$ cat config.mk
export PLATFORM = sky130hd
export DESIGN_NAME = uart_cmd_parser
export DESIGN_NICKNAME = d
export VERILOG_FILES = /design/src/rtl/uart_cmd_parser.sv
export SDC_FILE = /design/constraint.sdc
export NUM_CORES = 1
export LEC_CHECK = 0
export CAP_MARGIN = 20
export CORE_UTILIZATION = 53
export CTS_CLUSTER_SIZE = 16
export DETAILED_ROUTE_END_ITERATION = 7
export PLACE_DENSITY = 0.79
export SKIP_LAST_GASP = 1
export SYNTH_ARGS = -nofsm -noshare
export SYNTH_HDL_FRONTEND = slang
export SYNTH_SLANG_ARGS = --single-unit
$ cat constraint.sdc
create_clock -name i_Clock -period 2.3 [get_ports i_Clock]
set_clock_uncertainty 0.1 [all_clocks]
set_input_delay 0.46 -clock i_Clock [delete_from_list [all_inputs] [get_ports i_Clock]]
set_output_delay 0.46 -clock i_Clock [all_outputs]
set_load 0.005 [all_outputs]
$ cat src/rtl/uart_cmd_parser.sv
// Purpose: pops bytes from the UART RX FIFO, parses "L<hh>\n" / "C\n" lines into the LED register.
// Latency: READ_LATENCY+3 cycles per byte (+echo wait); o_LED and o_Cmd_Valid/o_Error follow the LF decode edge.
// Backpressure: one pop outstanding at a time; with UART_CMD_ECHO_EN, i_TX_Busy stalls popping and echo.
module uart_cmd_parser #(
  parameter int         READ_LATENCY = 2,
  parameter logic [7:0] LED_RESET    = 8'h00
) (
  input  logic       i_Clock,
  input  logic       i_Reset,
  input  logic       i_Received,
  input  logic [7:0] i_Data,
  output logic       o_Read_FIFO,
  input  logic       i_TX_Busy,
  output logic       o_TX_Start,
  output logic [7:0] o_TX_Data,
  output logic [7:0] o_LED,
  output logic       o_Cmd_Valid,
  output logic       o_Error
);

  localparam logic [7:0] CH_LF = 8'h0A;
  localparam logic [7:0] CH_CR = 8'h0D;

  typedef enum logic [2:0] {
    F_IDLE,
    F_POP,
    F_WAIT,
`ifdef UART_CMD_ECHO_EN
    F_ECHO,
`endif
    F_DECODE
  } fetch_t;

  typedef enum logic [2:0] {
    P_CMD,
    P_HI,
    P_LO,
    P_LF,
    P_DISCARD
  } parse_t;

  fetch_t     fstate, fstate_nx;
  parse_t     pstate, pstate_nx;
  logic [2:0] cnt, cnt_nx;
  logic [7:0] byte_q, byte_nx;
  logic [7:0] val_q, val_nx;
  logic       clr_q, clr_nx;
  logic       read_nx, tx_start_nx, cmd_nx, err_nx;
  logic [7:0] tx_data_nx, led_nx;
  logic [4:0] hx;
  logic       tx_ok;

  // {valid, nibble} for an ASCII hex digit; bytes >= 0x80 never match
  function automatic logic [4:0] hex_dec(input logic [7:0] c);
    logic [4:0] r;
    r = 5'd0;
    if (c >= 8'h30 && c <= 8'h39)      r = {1'b1, c[3:0]};
    else if (c >= 8'h41 && c <= 8'h46) r = {1'b1, 4'(c[3:0] + 4'd9)};
    else if (c >= 8'h61 && c <= 8'h66) r = {1'b1, 4'(c[3:0] + 4'd9)};
    return r;
  endfunction

`ifdef UART_CMD_ECHO_EN
  assign tx_ok = !i_TX_Busy;
`else
  // Transmitter is not used without echo; the busy input is deliberately ignored
  logic unused_tx_busy;
  assign unused_tx_busy = i_TX_Busy;
  assign tx_ok = 1'b1;
`endif

  // State and registered outputs; reset drops any partial line and any in-flight pop
  always_ff @(posedge i_Clock or posedge i_Reset) begin
    if (i_Reset) begin
      fstate      <= F_IDLE;
      pstate      <= P_CMD;
      cnt         <= 3'd0;
      byte_q      <= 8'h00;
      val_q       <= 8'h00;
      clr_q       <= 1'b0;
      o_Read_FIFO <= 1'b0;
      o_TX_Start  <= 1'b0;
      o_TX_Data   <= 8'h00;
      o_LED       <= LED_RESET;
      o_Cmd_Valid <= 1'b0;
      o_Error     <= 1'b0;
    end else begin
      fstate      <= fstate_nx;
      pstate      <= pstate_nx;
      cnt         <= cnt_nx;
      byte_q      <= byte_nx;
      val_q       <= val_nx;
      clr_q       <= clr_nx;
      o_Read_FIFO <= read_nx;
      o_TX_Start  <= tx_start_nx;
      o_TX_Data   <= tx_data_nx;
      o_LED       <= led_nx;
      o_Cmd_Valid <= cmd_nx;
      o_Error     <= err_nx;
    end
  end

  // Fetch sequencing: pop, wait out the FIFO read latency, capture, decode, optional echo
  always_comb begin
    fstate_nx   = fstate;
    cnt_nx      = cnt;
    byte_nx     = byte_q;
    read_nx     = 1'b0;
    tx_start_nx = 1'b0;
    tx_data_nx  = o_TX_Data;
    case (fstate)
      F_IDLE: begin
        if (i_Received && tx_ok) begin
          read_nx   = 1'b1;
          fstate_nx = F_POP;
        end
      end
      F_POP: begin
        cnt_nx    = 3'(READ_LATENCY - 1);
        fstate_nx = F_WAIT;
      end
      F_WAIT: begin
        if (cnt == 3'd0) begin
          byte_nx   = i_Data;
          fstate_nx = F_DECODE;
        end else begin
          cnt_nx = cnt - 3'd1;
        end
      end
      F_DECODE: begin
`ifdef UART_CMD_ECHO_EN
        fstate_nx = F_ECHO;
`else
        fstate_nx = F_IDLE;
`endif
      end
`ifdef UART_CMD_ECHO_EN
      F_ECHO: begin
        if (!i_TX_Busy) begin
          tx_start_nx = 1'b1;
          tx_data_nx  = byte_q;
          fstate_nx   = F_IDLE;
        end
      end
`endif
      default: fstate_nx = F_IDLE;
    endcase
  end

  // Line parser: advances once per decoded byte; CR is transparent in every state
  always_comb begin
    pstate_nx = pstate;
    val_nx    = val_q;
    clr_nx    = clr_q;
    led_nx    = o_LED;
    cmd_nx    = 1'b0;
    err_nx    = 1'b0;
    hx        = hex_dec(byte_q);
    if (fstate == F_DECODE && byte_q != CH_CR) begin
      case (pstate)
        P_CMD: begin
          if (byte_q == 8'h4C || byte_q == 8'h6C) begin
            clr_nx    = 1'b0;
            pstate_nx = P_HI;
          end else if (byte_q == 8'h43 || byte_q == 8'h63) begin
            clr_nx    = 1'b1;
            pstate_nx = P_LF;
          end else if (byte_q == CH_LF) begin
            pstate_nx = P_CMD;
          end else begin
            pstate_nx = P_DISCARD;
          end
        end
        P_HI, P_LO: begin
          if (hx[4]) begin
            if (pstate == P_HI) begin
              val_nx[7:4] = hx[3:0];
              pstate_nx   = P_LO;
            end else begin
              val_nx[3:0] = hx[3:0];
              pstate_nx   = P_LF;
            end
          end else if (byte_q == CH_LF) begin
            err_nx    = 1'b1;
            pstate_nx = P_CMD;
          end else begin
            pstate_nx = P_DISCARD;
          end
        end
        P_LF: begin
          if (byte_q == CH_LF) begin
            led_nx    = clr_q ? LED_RESET : val_q;
            cmd_nx    = 1'b1;
            pstate_nx = P_CMD;
          end else begin
            pstate_nx = P_DISCARD;
          end
        end
        P_DISCARD: begin
          if (byte_q == CH_LF) begin
            err_nx    = 1'b1;
            pstate_nx = P_CMD;
          end
        end
        default: pstate_nx = P_CMD;
      endcase
    end
  end

endmodule

==> summary.md <==
The run finished with clean final reports. The cell repeated most along the worst path was sky130_fd_sc_hd__o21ai_0. The worst setup path is launched from a register.

The signal on the critical path passes through inv_1, ha_2, nand2_1, or4_2, nand3b_1, o21ai_0, o21ai_0. Detailed-routing iteration count for the pre-antenna-repair pass: 4. Clock tree synthesis found a total of 36 sinks.

The initial standard-cell utilization of the core came out at 55.6%. The area added between synthesis and finish was 16.3%; the number of antenna-violating nets in the routed design was 0. For this design, the slowest cell found on the critical path is sky130_fd_sc_hd__or4_2. In this run the worst path has a maximum fanout of 5. The worst setup path is captured at a register.

Via count of the first global-routing pass: 1,464. In this run, synthesis inferred 0 flip-flops with an integrated enable. The logs give 0 for the number of antenna cells inserted and 37 for the pin count of the biggest net entering global routing.

For the tightest hold margin, the log shows 0.383 ns. The fraction of registers with async set or reset after synthesis was 100%. The floorplan has 22 rows. The global-route wire length before repair was 6.47 mm. The flip-flop and latch count after synthesis works out to 36.

The initial antenna violation count is 0. Count of buffering cells on the critical path with inverters included: 1. For this run, the slowest stage of the critical path takes 0.65 ns. The H-tree was split into 2 levels. The core region is 3690 um^2. The root buffer cell chosen for the clock tree is sky130_fd_sc_hd__clkbuf_8. The multiplexer fraction of the synthesized cell area was 5.43%; the area fraction in and, or, nand and nor cells after synthesis was 17.8%. Counting the buffers created by CTS gives 5.

The logs give 59.9% for the tightest slew margin relative to the limit and 2.33 ns for the required time at the worst-slack endpoint. For this run, the top clock speed supported by timing is 0.466 GHz. At the later pin of the worst-skew pair, clock insertion delay measures 0.29 ns. The run gives 0 as the DRC violation count after routing. Setup repair after global routing left no endpoint under its margin. After Yosys synthesis, XOR and XNOR cells account for 0.427% of the synthesized area. For the final hold violation count, the log shows 0.

The critical path crosses 7 cells after its start point. The largest family of logic cells by synthesized area was simple AND/OR/NAND/NOR gates. For the max-slew violation total from the final report, the log shows 0. After clock tree synthesis, the clock-pin slew on the worst setup and hold paths is 0.07 ns.

The average instance in the mapped netlist occupies 9.96 um^2. The logs give 4120 um^2 for the die area and 20.3% for the global-route total usage across every layer. Of the available clock period, the critical path in the final layout requires 93.2%.

The filler cell count is 322. Tracing the worst setup path back leads to its startpoint at byte_q[1]. TritonCTS built the clock tree. During synthesis, Yosys emitted a total of 0 warnings. Cells fill 64.7% of the core in the end. After global routing the overflow that remains totals 0. Routability-driven placement finished with a final weighted congestion of 0.829. The fraction of final layout cells with drive strength greater than 1 was 14.0%. Top cell family by delay on the critical path: simple AND/OR/NAND/NOR gates. Total power per unit cell area: 965 nW/um^2.

The most used flip-flop cell after synthesis is sky130_fd_sc_hd__dfrtp_1. In the final timing run, aggregate negative setup slack is 0 ns. IR analysis of the VDD net gives a maximum drop of 0.527 mV. Number of buffers between clock root and the deepest sink: 2.

The final layout contains 257 nets. The number of different library cells in the post-synthesis netlist was 48. After detailed routing, the number of vias per cell comes to 5.34. In this run the critical register-to-register path is captured at clr_q. The DRC marker count from the first detailed-route iteration was 65; the count of buffers inserted at the top-level ports was 21.

For the pin with the worst max-slew slack, the measured transition is 0.595 ns. Of the synthesized area, sequential elements account for 43.9%. The critical path is of the register to register type. STA puts the critical path data arrival time at 2.18 ns. For this design the top-level I/O count stands at 32.

Across all register-to-register paths, the minimum setup slack is 0.16 ns. The final critical path time including I/O delays and setup was 2.14 ns. Summing the areas of all compound-gate instances in the mapped netlist gives 17.4% of the synthesized area. The tools report the sum of net half-perimeters after detailed placement as 2.69 mm.

The path class of the tightest hold or removal check is register to register. For the gate count of the mapped netlist, the log shows 206. The cell area that synthesis handed to floorplanning was 2050 um^2.

The die width was 64.2 um. For the total detailed-routing wirelength, the log shows 3.55 mm. The routed layout has 1,510 vias.

The count of maximum capacitance violations is 0, and the adder and majority cell fraction of the synthesized area is 6.10%. For the worst flop-to-flop path, the logic depth is 7. For the leakage component of the power, the log shows 1.05 nW. In this run the critical register-to-register path is launched from byte_q[1].

Dividing the detail-routed wire length by the instance count gives 12.5 um. Setup violations remaining at the end of the flow were counted as 0. The endpoint of the worst setup timing path was clr_q.

The die extent in y was 64.2 um.
==> metrics by stage <==
step	cell area, um^2	std cells	total power (W)	worst slack (ns)
3_5_place_dp	2290	276	0.00183	0.173
6_report	2390	283	0.00230	0.156
4_1_cts	2380	283	0.00231	0.159
2_1_floorplan	2080	214	0.00163	0.221
3_3_place_gp	2290	276	0.00180	0.247
5_1_grt	2390	283	0.00250	0.00877
==> logic make-up after synthesis <==
family	count (synthesis)
compound gates	50
other cells	1
mux	10
flops	36
xor+xnor	1
simple gates	67
buf+inv	31
fa+ha+maj	10
==> worst min path at each step <==
| stage | startpoint | end | slack, ns | cells past startpoint |
|---|---|---|---|---|
| final | o_LED[3] | o_LED[3] | 0.38 | 2 |
| after detailed placement | cnt[2] | cnt[2] | 0.37 | 1 |
| after CTS | o_LED[4] | o_LED[4] | 0.39 | 2 |
| after floorplan | cnt[2] | cnt[2] | 0.35 | 1 |
| after global routing | o_LED[1] | o_LED[1] | 0.41 | 2 |
| after global placement | o_LED[7] | o_LED[7] | 0.36 | 2 |
==> flip-flops by register name, summed over array words and instances, names as in the netlist <==
name,count
val_q,8
o_Error,1
pstate,3
o_Read_FIFO,1
clr_q,1
o_LED,8
byte_q,8
o_Cmd_Valid,1
fstate,2
cnt,3
==> per-layer routing <==
layer,global-route usage [%],part of all wire [%],routed length (um)
met3,5.36,3.6,128
met2,34.2,47,1670
met4,5.56,1.0,37
met5,0,0,0
met1,25.7,48,1710
==> power by group <==
group          total [W]  leakage, nW  switching, W  internal [W]
Clock           0.000477       0.0503      0.000211      0.000266
Sequential      0.000957        0.462      0.000187      0.000770
Combinational   0.000869        0.538      0.000453      0.000416
==> worst min-delay path: cells and delay by family (launching register included) <==
kind / cells / cell delay [ns]
simple gates: 1 / 0.05
flops: 1 / 0.34
compound gates: 1 / 0.06
==> timing repair <==
item	in CTS	in global routing
setup endpoints to repair	0	1
hold buffers	0	0
resized for setup	0	1
buffers inserted	0	0
==> cell usage in the layout (no fill, tap or decap), types with 2 or more instances in the layout <==
cell and count:
sky130_fd_sc_hd__nor3_1 3, sky130_fd_sc_hd__o21ai_0 15, sky130_fd_sc_hd__clkdlybuf4s50_1 21, sky130_fd_sc_hd__o22ai_1 3, sky130_fd_sc_hd__mux2_2 9, sky130_fd_sc_hd__buf_4 7
sky130_fd_sc_hd__dfrtp_1 36, sky130_fd_sc_hd__nand2_1 21, sky130_fd_sc_hd__o211ai_1 2, sky130_fd_sc_hd__nor2_1 11, sky130_fd_sc_hd__nor2b_1 3, sky130_fd_sc_hd__nand3_1 8
sky130_fd_sc_hd__ha_1 9, sky130_fd_sc_hd__a21o_1 3, sky130_fd_sc_hd__conb_1 9, sky130_fd_sc_hd__clkbuf_8 7, sky130_fd_sc_hd__inv_1 17, sky130_fd_sc_hd__a21oi_1 10
sky130_fd_sc_hd__o31ai_1 3, sky130_fd_sc_hd__nand2b_1 9
==> cells in the mapped netlist (2+ instances only) <==
cell type	n	area [um^2]
sky130_fd_sc_hd__a21o_1	3	22.5
sky130_fd_sc_hd__a21oi_1	10	50.1
sky130_fd_sc_hd__buf_4	9	67.6
sky130_fd_sc_hd__buf_6	4	45.0
sky130_fd_sc_hd__dfrtp_1	36	901
sky130_fd_sc_hd__ha_1	10	125
sky130_fd_sc_hd__inv_1	17	63.8
sky130_fd_sc_hd__mux2_2	9	101
sky130_fd_sc_hd__nand2_1	21	78.8
sky130_fd_sc_hd__nand2b_1	9	56.3
sky130_fd_sc_hd__nand3_1	8	40.0
sky130_fd_sc_hd__nor2_1	11	41.3
sky130_fd_sc_hd__nor2b_1	3	18.8
sky130_fd_sc_hd__nor3_1	3	15.0
sky130_fd_sc_hd__o211ai_1	2	15.0
sky130_fd_sc_hd__o21ai_0	15	75.1
sky130_fd_sc_hd__o22ai_1	3	18.8
sky130_fd_sc_hd__o31ai_1	3	22.5
==> cell type report <==
class,count,area [um^2],share of cell area [%]
multi-input cells,147,1000,42.0
flip-flops and latches,36,901,37.7
repair buffers,28,263,11.0
clock buffers,7,96.3,4.04
inverters,17,63.8,2.67
well taps,48,60.1,2.52
Power figures use the tool's default switching activity.
